===== src/rtl/clock_phase_gen_pkg.sv =====
// Shared state encodings and helpers for the multi-channel clock phase generator.
package clkgen_pkg;

  localparam logic [1:0] ST_IDLE   = 2'd0;
  localparam logic [1:0] ST_ALIGN  = 2'd1;
  localparam logic [1:0] ST_RUN    = 2'd2;
  localparam logic [1:0] ST_UPDATE = 2'd3;

  function automatic int ch_idx_w(input int n);
    return (n > 1) ? $clog2(n) : 1;
  endfunction

  // A programmed half-period of zero behaves as one cycle.
  function automatic int unsigned norm_half(input int unsigned h);
    return (h == 0) ? 1 : h;
  endfunction

endpackage


===== src/rtl/clock_phase_gen_if.sv =====
// Configuration write channel (valid/ready) for clock_phase_gen.
interface clock_phase_gen_if import clkgen_pkg::*; #(
  parameter int NUM_CH = 4,
  parameter int CNT_W  = 8
);
  localparam int CH_IDX_W = ch_idx_w(NUM_CH);

  logic                cfg_valid;
  logic                cfg_ready;
  logic [CH_IDX_W-1:0] cfg_ch;
  logic [CNT_W-1:0]    cfg_half;
  logic [CNT_W-1:0]    cfg_phase;

  modport master (output cfg_valid, cfg_ch, cfg_half, cfg_phase, input cfg_ready);
  modport slave  (input cfg_valid, cfg_ch, cfg_half, cfg_phase, output cfg_ready);
endinterface


===== src/rtl/clock_phase_gen_channel.sv =====
// One divided-clock channel: phase/half-period counter plus toggle flop.
// Optional registered rise_pulse output when CLKGEN_PULSE_EN is defined.
module clkgen_channel import clkgen_pkg::*; #(
  parameter int CNT_W = 8
) (
  input  logic             clk,
  input  logic             rst,
  input  logic             load_i,
  input  logic             enable_i,
  input  logic             clear_i,
  input  logic [CNT_W-1:0] half_i,
  input  logic [CNT_W-1:0] phase_i,
`ifdef CLKGEN_PULSE_EN
  output logic             rise_pulse_o,
`endif
  output logic             div_clk_o
);

  logic [CNT_W-1:0] cnt_q, cnt_d;
  logic             div_q, div_d;
  logic             at_zero;

  assign at_zero   = (cnt_q == '0);
  assign div_clk_o = div_q;

  always_comb begin
    cnt_d = cnt_q;
    div_d = div_q;
    if (clear_i) begin
      div_d = 1'b0;
    end else if (load_i) begin
      div_d = 1'b0;
      cnt_d = phase_i;
    end else if (enable_i) begin
      // Reload at zero rather than wrap, so the full counter range is a legal phase.
      if (at_zero) begin
        div_d = ~div_q;
        cnt_d = CNT_W'(norm_half(32'(half_i)) - 1);
      end else begin
        cnt_d = cnt_q - 1'b1;
      end
    end
  end

  always_ff @(posedge clk) begin
    if (rst) begin
      cnt_q <= '0;
      div_q <= 1'b0;
    end else begin
      cnt_q <= cnt_d;
      div_q <= div_d;
    end
  end

`ifdef CLKGEN_PULSE_EN
  logic rise_q, rise_d;

  assign rise_d       = !clear_i && !load_i && enable_i && at_zero && !div_q;
  assign rise_pulse_o = rise_q;

  always_ff @(posedge clk) begin
    if (rst) rise_q <= 1'b0;
    else     rise_q <= rise_d;
  end
`endif

endmodule


===== src/rtl/clock_phase_gen.sv =====
// Multi-channel clock divider with per-channel half-period/phase and global re-alignment on config change.
// Optional per-channel rise_pulse outputs are enabled by defining CLKGEN_PULSE_EN.
module clock_phase_gen import clkgen_pkg::*; #(
  parameter int NUM_CH       = 4,
  parameter int CNT_W        = 8,
  parameter int DEFAULT_HALF = 1
) (
  input  logic              clock,
  input  logic              reset,
  input  logic              run_i,
  clock_phase_gen_if.slave  cfg,
`ifdef CLKGEN_PULSE_EN
  output logic [NUM_CH-1:0] rise_pulse_o,
`endif
  output logic [NUM_CH-1:0] div_clk_o,
  output logic              active_o,
  output logic              sync_pulse_o
);

  logic [1:0]       state_q, state_d;
  logic             pending_q, pending_d;
  logic [CNT_W-1:0] sh_half_q  [NUM_CH];
  logic [CNT_W-1:0] sh_phase_q [NUM_CH];
  logic [CNT_W-1:0] act_half_q [NUM_CH];
  logic             accept, ch_ok;
  logic             ch_load, ch_enable, ch_clear;

  assign cfg.cfg_ready = (state_q == ST_IDLE) || (state_q == ST_RUN);
  assign accept        = cfg.cfg_valid && cfg.cfg_ready;
  assign ch_ok         = 32'(cfg.cfg_ch) < NUM_CH;
  assign active_o      = (state_q == ST_RUN);
  assign sync_pulse_o  = (state_q == ST_ALIGN);

  always_comb begin
    state_d   = state_q;
    pending_d = pending_q;
    case (state_q)
      ST_IDLE:   if (run_i) state_d = ST_ALIGN;
      ST_ALIGN: begin
        pending_d = 1'b0;
        state_d   = run_i ? ST_RUN : ST_IDLE;
      end
      ST_RUN: begin
        if (accept) pending_d = 1'b1;
        // Leave on the accepting edge so the re-alignment starts one cycle after the write.
        if (!run_i)                    state_d = ST_IDLE;
        else if (pending_q || accept)  state_d = ST_UPDATE;
      end
      ST_UPDATE: state_d = run_i ? ST_ALIGN : ST_IDLE;
      default:   state_d = ST_IDLE;
    endcase
  end

  // Channels only count while staying in RUN; leaving RUN forces every output low on that edge.
  assign ch_load   = (state_q == ST_ALIGN);
  assign ch_enable = (state_q == ST_RUN) && (state_d == ST_RUN);
  assign ch_clear  = !ch_load && !ch_enable;

  always_ff @(posedge clock) begin
    if (reset) begin
      state_q   <= ST_IDLE;
      pending_q <= 1'b0;
      for (int i = 0; i < NUM_CH; i++) begin
        sh_half_q[i]  <= CNT_W'(DEFAULT_HALF);
        sh_phase_q[i] <= '0;
        act_half_q[i] <= CNT_W'(DEFAULT_HALF);
      end
    end else begin
      state_q   <= state_d;
      pending_q <= pending_d;
      if (accept && ch_ok) begin
        sh_half_q[cfg.cfg_ch]  <= cfg.cfg_half;
        sh_phase_q[cfg.cfg_ch] <= cfg.cfg_phase;
      end
      if (state_q == ST_ALIGN) begin
        for (int i = 0; i < NUM_CH; i++) act_half_q[i] <= sh_half_q[i];
      end
    end
  end

  // Phase is consumed only at the ALIGN load, where it comes straight from the shadow copy.
  for (genvar g = 0; g < NUM_CH; g++) begin : g_ch
    clkgen_channel #(.CNT_W(CNT_W)) u_ch (
      .clk          (clock),
      .rst          (reset),
      .load_i       (ch_load),
      .enable_i     (ch_enable),
      .clear_i      (ch_clear),
      .half_i       (act_half_q[g]),
      .phase_i      (sh_phase_q[g]),
`ifdef CLKGEN_PULSE_EN
      .rise_pulse_o (rise_pulse_o[g]),
`endif
      .div_clk_o    (div_clk_o[g])
    );
  end

endmodule

===== src/flat_wrapper.sv =====
// flat-port wrapper written by rule: the top's interface ports become plain ports
module clock_phase_gen_flat import clkgen_pkg::*;
#(
  parameter int NUM_CH       = 4,
  parameter int CNT_W        = 8,
  parameter int DEFAULT_HALF = 1
)
  (clock, reset, run_i, div_clk_o, active_o, sync_pulse_o, cfg_cfg_valid, cfg_cfg_ch, cfg_cfg_half, cfg_cfg_phase, cfg_cfg_ready);
  clock_phase_gen_if #(.NUM_CH(NUM_CH), .CNT_W(CNT_W)) cfg_i ();
  input  logic clock;
  input  logic reset;
  input  logic run_i;
  output logic [NUM_CH-1:0] div_clk_o;
  output logic active_o;
  output logic sync_pulse_o;
  input wire logic [$bits(cfg_i.cfg_valid)-1:0] cfg_cfg_valid;
  input wire logic [$bits(cfg_i.cfg_ch)-1:0] cfg_cfg_ch;
  input wire logic [$bits(cfg_i.cfg_half)-1:0] cfg_cfg_half;
  input wire logic [$bits(cfg_i.cfg_phase)-1:0] cfg_cfg_phase;
  output wire logic [$bits(cfg_i.cfg_ready)-1:0] cfg_cfg_ready;
  assign cfg_i.cfg_valid = cfg_cfg_valid;
  assign cfg_i.cfg_ch = cfg_cfg_ch;
  assign cfg_i.cfg_half = cfg_cfg_half;
  assign cfg_i.cfg_phase = cfg_cfg_phase;
  assign cfg_cfg_ready = cfg_i.cfg_ready;
  clock_phase_gen #(.NUM_CH(NUM_CH), .CNT_W(CNT_W), .DEFAULT_HALF(DEFAULT_HALF)) u_core (.clock(clock), .reset(reset), .run_i(run_i), .cfg(cfg_i), .div_clk_o(div_clk_o), .active_o(active_o), .sync_pulse_o(sync_pulse_o));
endmodule

===== config.mk =====
export PLATFORM = sky130hd
export DESIGN_NAME = clock_phase_gen_flat
export DESIGN_NICKNAME = d
export VERILOG_FILES = /design/src/rtl/clock_phase_gen_pkg.sv /design/src/rtl/clock_phase_gen_if.sv /design/src/rtl/clock_phase_gen_channel.sv /design/src/rtl/clock_phase_gen.sv /design/src/flat_wrapper.sv
export SDC_FILE = /design/constraint.sdc
export NUM_CORES = 1
export LEC_CHECK = 0
export ABC_AREA = 1
export CAP_MARGIN = 10
export CORE_MARGIN = 4
export CORE_UTILIZATION = 25
export CTS_CLUSTER_DIAMETER = 100
export DETAILED_ROUTE_END_ITERATION = 8
export PLACE_DENSITY = 0.43
export SETUP_SLACK_MARGIN = 0.4
export SLEW_MARGIN = 20
export SYNTH_ARGS = -nofsm -noshare
export SYNTH_HDL_FRONTEND = slang
export SYNTH_SLANG_ARGS = --single-unit

===== constraint.sdc =====
create_clock -name clock -period 2.2 [get_ports clock]
set_clock_uncertainty 0.05 [all_clocks]
set_input_delay 0.22 -clock clock [delete_from_list [all_inputs] [get_ports clock]]
set_output_delay 0.22 -clock clock [all_outputs]
set_load 0.005 [all_outputs]

==> flow_summary.json, run 1 <==
{
  "outcome": "complete, no violations",
  "combPwrFrac_pct": 19.8,
  "ant_nets": 0,
  "critPathMaxStageDelay_ps": 330,
  "synth_cell_types": 29,
  "syn-num-nets": 770,
  "ys.warnings.count": 0,
  "core_um2": 24500,
  "p_total_mw": 7.32,
  "period_share_pct": 79.9,
  "clockBufferDepth": 2,
  "syn-instance-count": 744,
  "grt_max_degree": 34,
  "nets": 859,
  "wl_per_cell_um": 15.3,
  "track_usage_pct": 12.9,
  "dpl.hpwl_mm": 12.4,
  "p_int_mw": 5.25,
  "timing.hold.ws_ps": 433,
  "relSlewSlack_pct": 75.6,
  "wl_mm": 17.9,
  "drv_slew": 0,
  "worst_pin_slew_ps": 366,
  "antenna_cells": 0,
  "final_common_cell": "nand2_1",
  "synth_area_um2": 6300,
  "path_class": "register to register",
  "routed_via_density": 4.30,
  "cts_root_buf": "clkbuf_16",
  "hold_viol_final": 0,
  "hold_buffers": 0,
  "drtPass1Iterations": 6,
  "cts_tree": "built",
  "switching_share_pct": 28.3,
  "fin_util_pct": 34.1,
  "cts-buffers-inserted": 17,
  "grt_pass1_vias": 4865,
  "grt_setup_unrepaired": "true",
  "drc": 0,
  "grt_pass1_wl_mm": 27.6,
  "clock.fmax_ghz": 0.569,
  "start_util_pct": 25.7,
  "io_pins": 29,
  "synth-seq-cells": 135,
  "crit_family": "simple AND/OR/NAND/NOR gates",
  "end_kind": "register",
  "holdCritPathClass": "register to register",
  "power-per-cell-area_nw_per_um2": 875,
  "clkTransAtPathRegs_ps": 60,
  "min_period_ps": 1760,
  "p_leak_nw": 3.53,
  "grt-ovfl-total": 0,
  "tns_ps": 0,
  "clk_latency_ps": 420,
  "crit_arrival_ps": 2020,
  "ys_seq_area_share_pct": 58.1,
  "cp_num_buf_inv": 2,
  "start_kind": "register",
  "cap_viol_max_count": 0,
  "setup_viol": 0,
  "dieWidth_um": 167,
  "antenna_found_initial": 0,
  "cp_max_fo": 4,
  "die-area_um2": 27800,
  "port_buffers": 28,
  "startpoint": "u_core.g_ch[0].u_ch.cnt_q[7]$_SDFFE_PP0P_",
  "synth_area_per_cell_um2": 8.47,
  "layout_common_cells": "153 x nand2_1, 151 x nor2_1, 104 x inv_1",
  "cts_sinks": 135,
  "drt_iter0_drc": 377,
  "drive_above_1_share_pct": 23.6,
  "dieHeight_um": 167,
  "crit_chain": "nor2_1, nand2_1, nor2_4, nand2_1, nand2_2, inv_1, ha_1, nor2_2, a211oi_2, buf_4, a211oi_2",
  "htree_levels": 4,
  "rows": 57,
  "crit_required_ps": 2460,
  "gp_congestion": 0.838,
  "power_frac_seq_pct": 40.3,
  "areaGrowthSynthToFinish_pct": 32.7,
  "p_clk_share_pct": 39.9,
  "timing.rr.start": "u_core.g_ch[0].u_ch.cnt_q[7]$_SDFFE_PP0P_",
  "hp-start": "u_core.g_ch[1].u_ch.cnt_q[6]$_SDFFE_PP0P_",
  "ir_drop_mv": 0.497,
  "vias": 5033,
  "p_switching_mw": 2.07,
  "cp_slowest_cell": "dfxtp_2"
}
-- Yosys cell counts (all sizes together) --
master / number / area, um^2
nor3: 3 / 26.3
inv: 116 / 435
dfxtp: 39 / 781
a21o: 1 / 7.51
or2: 7 / 43.8
o21bai: 6 / 45.0
xnor2: 4 / 35.0
a31oi: 9 / 56.3
nand2: 171 / 659
ha: 4 / 50.1
nor2: 179 / 684
buf: 14 / 90.1
a211oi: 7 / 52.6
edfxtp: 96 / 2880
clkbuf: 11 / 41.3
nand3: 26 / 130
o21ai: 7 / 35.0
o31ai: 1 / 7.51
a21oi: 32 / 160
nand4: 6 / 37.5
o221ai: 5 / 43.8
-- state kept, by name (all words and copies together) (netlist names) --
register	count
u_core.act_half_q	32
u_core.g_ch.u_ch.cnt_q	32
u_core.g_ch.u_ch.div_clk_o	4
u_core.pending_q	1
u_core.sh_half_q	32
u_core.sh_phase_q	32
u_core.state_q	2
-- worst register-to-register path, delay by kind of cell (launching register included) --
kind / cells / cell delay [ps]
flip-flops: 1 / 330
buffers and inverters: 2 / 200
AO/OA/AOI/OAI: 2 / 220
AND/OR/NAND/NOR: 6 / 570
adder cells (fa/ha/maj): 1 / 290
-- metrics by stage --
stage          std cells  instance area (um^2)  setup slack [ps]
4_1_cts             1151                  8000               320
6_report            1170                  8370               441
3_5_place_dp        1109                  7200               147
3_3_place_gp        1109                  7200               167
2_1_floorplan        744                  6310               146
5_1_grt             1170                  8370               335
-- kinds of logic after synthesis --
group           after synthesis  share of synthesized area [%]
xor+xnor                      4                          0.556
compound gates               68                           6.47
buf+inv                     141                           8.99
flops                       135                           58.1
fa+ha+maj                     4                          0.794
simple gates                392                           25.1
-- layer usage --
layer | up-vias | global-route usage, % | routed length (um)
li1 | 2543 | - | -
met1 | 2393 | 18.6 | 8740
met2 | 89 | 19.5 | 8300
met3 | 8 | 2.92 | 739
met4 | 0 | 3.66 | 89
met5 | - | 0 | 0
-- power by group through the flow --
stage	logic [mW]	clock network, mW	registers, mW
floorplan	0.750	0	2.96
global placement	1.14	0	3.00
detailed placement	1.12	0	2.99
CTS	1.24	2.99	2.94
global route	1.62	3.10	2.96
finish	1.45	2.92	2.95
-- what timing repair did --
action | 4_1_cts | 5_1_grt
resized for setup | 26 | 81
cloned | 1 | 0
pin swaps | 3 | 39
setup buffers | 9 | 19
setup endpoints to repair | 15 | 87
-- path summary, 6_finish.rpt --
path                                               end  slack [ps]  cells after the start
max reg2reg  u_core.g_ch[0].u_ch.cnt_q[1]$_SDFFE_PP0P_         440                     11
min          u_core.g_ch[1].u_ch.cnt_q[6]$_SDFFE_PP0P_         430                      2
max          u_core.g_ch[0].u_ch.cnt_q[1]$_SDFFE_PP0P_         440                     11
min reg2reg  u_core.g_ch[1].u_ch.cnt_q[6]$_SDFFE_PP0P_         430                      2
-- cell type report --
| type | instances | area (um^2) |
|---|---|---|
| multi-input combinational | 468 | 2350 |
| sequential | 135 | 3680 |
| inverter | 116 | 445 |
| clock inverter | 15 | 178 |
| clock buffer | 17 | 425 |
| tap | 324 | 405 |
| timing repair buffer | 95 | 883 |
| fill | 2565 | 16200 |
(Power assumes the default switching activity.)
==> run 2, diff against run 1 <==
==> constraint.sdc (replaced) <==
create_clock -name clock -period 1.5 [get_ports clock]
set_clock_uncertainty 0.05 [all_clocks]
set_input_delay 0.15 -clock clock [delete_from_list [all_inputs] [get_ports clock]]
set_output_delay 0.15 -clock clock [all_outputs]
set_load 0.005 [all_outputs]
==> run 2 against run 1 <==
The flow now finishes with violations (setup timing). Critical path type unchanged. Maximum frequency rose by 3.5%. Final cell count rose by 12%. Non-clock buffer count rose by 133. Clock power rose by 46%. Via count rose by 11%. Largest power group unchanged. Design area rose by 31%. Clock-buffer cell count did not move. Worst setup slack got worse by 640 ps.
==> flow_summary.json, run 2 (synthesis results as in run 1) <==
{
  "final_common_cell": "buf_4",
  "timing.hold.ws_ps": 423,
  "dieHeight_um": 167,
  "p_total_mw": 12.0,
  "crit_chain": "o21bai_1, buf_4, a21oi_4, ha_4, inv_4, nor2_4, nand4_1, nand3_1, nand2_1, a21oi_1",
  "vias": 5611,
  "path_class": "register to register",
  "antenna_cells": 0,
  "ir_drop_mv": 0.586,
  "clkTransAtPathRegs_ps": 60,
  "port_buffers": 28,
  "cts_sinks": 135,
  "crit_arrival_ps": 2010,
  "grt_pass1_vias": 5403,
  "fin_cells": 1312,
  "startpoint": "u_core.act_half_q[3][0]$_SDFFCE_PN1P_",
  "drtPass1Iterations": 5,
  "end_kind": "register",
  "cts_tree": "built",
  "nFillCells": 2302,
  "regArea_um2": 3700,
  "htree_levels": 4,
  "period_share_pct": 113,
  "hp-start": "run_i",
  "timing.rr.start": "u_core.act_half_q[3][0]$_SDFFCE_PN1P_",
  "placed_cell_area_um2": 8140,
  "core_um2": 24500,
  "drv_slew": 0,
  "worst_pin_slew_ps": 454,
  "post-place-ws_ps": -426,
  "grt_max_degree": 25,
  "multi_input_area_um2": 3480,
  "drc": 0,
  "outcome": "finished with violations",
  "track_usage_pct": 14.4,
  "cts_root_buf": "clkbuf_16",
  "clockBufferDepth": 2,
  "antenna_found_initial": 0,
  "final_area_um2": 11000,
  "io_pins": 29,
  "hold_viol_final": 0,
  "layout_common_cells": "125 x buf_4, 108 x nand2_1, 96 x edfxtp_1",
  "cap_viol_max_count": 0,
  "clk_latency_ps": 430,
  "cp_slowest_cell": "edfxtp_1",
  "wl_mm": 20.5,
  "grt_pass1_wl_mm": 30.6,
  "drive_above_1_share_pct": 53.6,
  "place_inst": 1197,
  "tns_ps": -9680,
  "areaGrowthSynthToFinish_pct": 74.3,
  "clock.fmax_ghz": 0.588,
  "wl_per_cell_um": 15.6,
  "cp_max_fo": 5,
  "nets": 1001,
  "setup_viol": 120,
  "cts-buffers-inserted": 17,
  "start_util_pct": 25.7,
  "rr_worst_depth": 10,
  "power-per-cell-area_nw_per_um2": 1090,
  "crit_required_ps": 1810,
  "holdCritPathClass": "primary input to register",
  "start_kind": "register",
  "relSlewSlack_pct": 69.7,
  "violations": "setup timing",
  "critPathMaxStageDelay_ps": 380,
  "regToRegSetupSlack_ps": -200,
  "p_leak_nw": 4.54,
  "setup_ws_ps": -200,
  "ant_nets": 0,
  "fin_util_pct": 44.8,
  "min_period_ps": 1700,
  "die-area_um2": 27800,
  "drt_iter0_drc": 277,
  "dpl.hpwl_mm": 13.0,
  "rows": 57,
  "grt_setup_unrepaired": "true",
  "hold_buffers": 0,
  "grt-ovfl-total": 0,
  "routed_via_density": 4.28,
  "min_path_cells": 3,
  "dieWidth_um": 167,
  "gp_congestion": 0.818
}
## run 2: changes by cell type in the layout (fill, tap and decap cells not counted), sizes merged, moves of 2 or more
| cell | delta |
|---|---|
| buf | +141 |
| clkdlybuf4s50 | -5 |
| nand2 | +7 |
| inv | +4 |
| clkinvlp | -2 |
| dlymetal6s2s | -2 |
## run 2: path summary, 6_finish.rpt
check                                                                 end
worst max-delay path            u_core.g_ch[3].u_ch.cnt_q[6]$_SDFFE_PP0P_
worst min-delay path                         u_core.state_q[1]$_SDFF_PP0_
worst max register to register  u_core.g_ch[3].u_ch.cnt_q[6]$_SDFFE_PP0P_
worst min register to register  u_core.g_ch[0].u_ch.cnt_q[1]$_SDFFE_PP0P_
## run 2: worst max-delay path, delay by kind of cell, from the launching register on
| kind | cells | cell delay [ps] |
|---|---|---|
| AOI/OAI and AO/OA | 3 | 440 |
| and+or+nand+nor | 4 | 410 |
| DFF | 1 | 380 |
| buffers and inverters | 2 | 190 |
| adders and majority gates | 1 | 160 |
## run 2: metal layers
metal / vias up / wire length (um) / track usage (%)
met5: - / 0 / 0
met2: 103 / 9600 / 22.4
met4: 0 / 411 / 4.66
li1: 2851 / - / -
met3: 24 / 776 / 2.54
met1: 2633 / 9680 / 20.3
## run 2: layout make-up
class / count / share of cell area [%]
Multi-Input combinational cell: 475 / 31.6
Timing Repair inverter: 2 / 0.205
Inverter: 116 / 4.52
Clock inverter: 15 / 1.50
Tap cell: 324 / 3.69
Clock buffer: 17 / 3.87
Timing Repair Buffer: 228 / 20.9
Sequential cell: 135 / 33.7
## run 2: what timing repair did
action	in CTS	in global routing
pin swaps	73	59
setup buffers	45	24
gates resized for setup	281	189
gates cloned	12	2
endpoints found under the setup margin	236	234
## run 2: power breakdown
part	switching, mW	total [mW]	internal (mW)
registers	0.106	4.31	4.21
logic	1.78	3.42	1.64
clock network	1.79	4.27	2.49
total	3.67	12.0	8.33
==> run 3, diff against run 2 <==
==> constraint.sdc (replaced) <==
create_clock -name clock -period 1.55 [get_ports clock]
set_clock_uncertainty 0.05 [all_clocks]
set_input_delay 0.155 -clock clock [delete_from_list [all_inputs] [get_ports clock]]
set_output_delay 0.155 -clock clock [all_outputs]
set_load 0.005 [all_outputs]
==> run 3 against run 2 <==
The run still ends with setup timing left. Final cell count down 1.3%. Hold slack got worse by 69 ps. Non-clock buffer count fell by 16. Clock power decreased by 5.2%. Wire length shrank 5.2%. Sequential share of layout area grew 1.3 points. Total power down 4.0%.
==> flow_summary.json, run 3 (synthesis results as in run 1) <==
{
  "dieHeight_um": 167,
  "wl_mm": 19.4,
  "wl_per_cell_um": 15.0,
  "hp-start": "run_i",
  "fin_util_pct": 43.2,
  "power-per-cell-area_nw_per_um2": 1090,
  "cp_max_fo": 4,
  "place_inst": 1194,
  "grt_setup_unrepaired": "true",
  "rows": 57,
  "hold_viol_final": 0,
  "routed_via_density": 4.17,
  "clock.fmax_ghz": 0.580,
  "timing.hold.ws_ps": 354,
  "drv_slew": 0,
  "antenna_cells": 0,
  "grt_pass1_wl_mm": 30.0,
  "gp_congestion": 0.822,
  "antenna_found_initial": 0,
  "post-place-ws_ps": -393,
  "drc": 0,
  "cts_tree": "built",
  "period_share_pct": 111,
  "grt-ovfl-total": 0,
  "port_buffers": 28,
  "dieWidth_um": 167,
  "clockBufferDepth": 2,
  "end_kind": "register",
  "rr_worst_depth": 13,
  "violations": "setup timing",
  "start_kind": "register",
  "min_delay_worst_endpoint": "u_core.state_q[1]$_SDFF_PP0_",
  "start_util_pct": 25.7,
  "worst_pin_slew_ps": 533,
  "vias": 5400,
  "final_common_cell": "buf_4",
  "regToRegSetupSlack_ps": -170,
  "fin_cells": 1295,
  "cp_slowest_cell": "edfxtp_1",
  "dpl.hpwl_mm": 12.8,
  "nets": 984,
  "r2r_end": "u_core.g_ch[2].u_ch.cnt_q[6]$_SDFFE_PP0P_",
  "cts_root_buf": "clkbuf_16",
  "drt_iter0_drc": 324,
  "drtPass1Iterations": 4,
  "setup_viol": 28,
  "io_pins": 29,
  "crit_arrival_ps": 1970,
  "cap_viol_max_count": 0,
  "grt_pass1_vias": 5316,
  "ant_nets": 0,
  "holdCritPathClass": "primary input to register",
  "cts-buffers-inserted": 17,
  "drive_above_1_share_pct": 51.3,
  "critPathMaxStageDelay_ps": 410,
  "outcome": "finished with violations",
  "track_usage_pct": 13.8,
  "relSlewSlack_pct": 64.4,
  "min_path_cells": 3,
  "p_leak_nw": 4.37,
  "htree_levels": 4,
  "timing.rr.start": "u_core.act_half_q[2][6]$_SDFFCE_PN0P_",
  "min_period_ps": 1720,
  "path_class": "register to register",
  "die-area_um2": 27800,
  "crit_required_ps": 1790,
  "ir_drop_mv": 0.746,
  "areaGrowthSynthToFinish_pct": 67.9,
  "clkTransAtPathRegs_ps": 60,
  "core_um2": 24500,
  "clk_latency_ps": 420,
  "grt_max_degree": 26,
  "setup_ws_ps": -174,
  "cts_sinks": 135,
  "layout_common_cells": "123 x buf_4, 105 x nand2_1, 96 x edfxtp_1",
  "crit_chain": "nor3_2, nand3_1, nand2_1, nand2_2, nand2_2, inv_2, ha_4, inv_4, nor2_4, nand4_1, nand3_1, nand2_1, a21oi_1"
}
==> run 3: worst max-delay path: cells and delay by family, from the launching register on <==
family                     cells  cell delay (ps)
AOI/OAI and AO/OA              1               50
DFF                            1              410
adders and majority gates      1              160
and+or+nand+nor                9              820
buffers and inverters          2              100
==> run 3: area by class of cell <==
cell class              instances  area, um^2
well taps                     324         405
fillers                      2431       13900
repair buffers                212        2070
inverters                     116         485
clock buffers                  18         429
clock inverters                14         150
repair inverters                1        8.76
multi-input cells             475        3340
flip-flops and latches        135        3700
==> run 3: worst max path at each step <==
stage / slack (ps) / cells after the start / to / start
floorplan: -30 / 12 / u_core.g_ch[0].u_ch.cnt_q[6]$_SDFFE_PP0P_ / u_core.g_ch[0].u_ch.cnt_q[0]$_SDFFE_PP0P_
global placement: -400 / 3 / u_core.sh_phase_q[3][6]$_DFFE_PP_ / cfg_cfg_valid
detailed placement: -390 / 3 / u_core.sh_phase_q[3][6]$_DFFE_PP_ / cfg_cfg_valid
CTS: -150 / 14 / u_core.g_ch[1].u_ch.cnt_q[6]$_SDFFE_PP0P_ / u_core.g_ch[1].u_ch.cnt_q[5]$_SDFFE_PP0P_
global route: -310 / 14 / u_core.g_ch[2].u_ch.cnt_q[6]$_SDFFE_PP0P_ / u_core.act_half_q[2][6]$_SDFFCE_PN0P_
finish: -170 / 13 / u_core.g_ch[2].u_ch.cnt_q[6]$_SDFFE_PP0P_ / u_core.act_half_q[2][6]$_SDFFCE_PN0P_
==> run 3: power by group <==
| part | switching (mW) | internal [mW] | leakage (nW) | total (mW) |
|---|---|---|---|---|
| combinational | 1.71 | 1.58 | 2.79 | 3.29 |
| clock | 1.67 | 2.38 | 0.264 | 4.05 |
| sequential | 0.104 | 4.07 | 1.31 | 4.18 |
| total | 3.49 | 8.03 | 4.37 | 11.5 |
==> run 3: stage by stage <==
stage / TNS (ps) / cell area [um^2] / power [mW]
finish: -3010 / 10600 / 11.5
floorplan: -884 / 6600 / 5.44
detailed placement: -37490 / 8070 / 6.33
global route: -8990 / 10600 / 12.0
CTS: -2290 / 9770 / 11.1
global placement: -39730 / 8070 / 6.34
==> run 3: timing repair <==
item                                    4_1_cts  5_1_grt
hold buffers                                  0        0
cloned                                       10        2
pin swaps                                    94      101
endpoints found under the setup margin      235      234
buffers inserted                             37       20
resized for setup                           230      170
==> run 3: routing by layer <==
layer / part of all wire, % / GRT usage, %
met5: 0 / 0
met3: 2.8 / 2.06
met1: 47 / 19.2
met4: 1.9 / 4.41
met2: 48 / 22.4
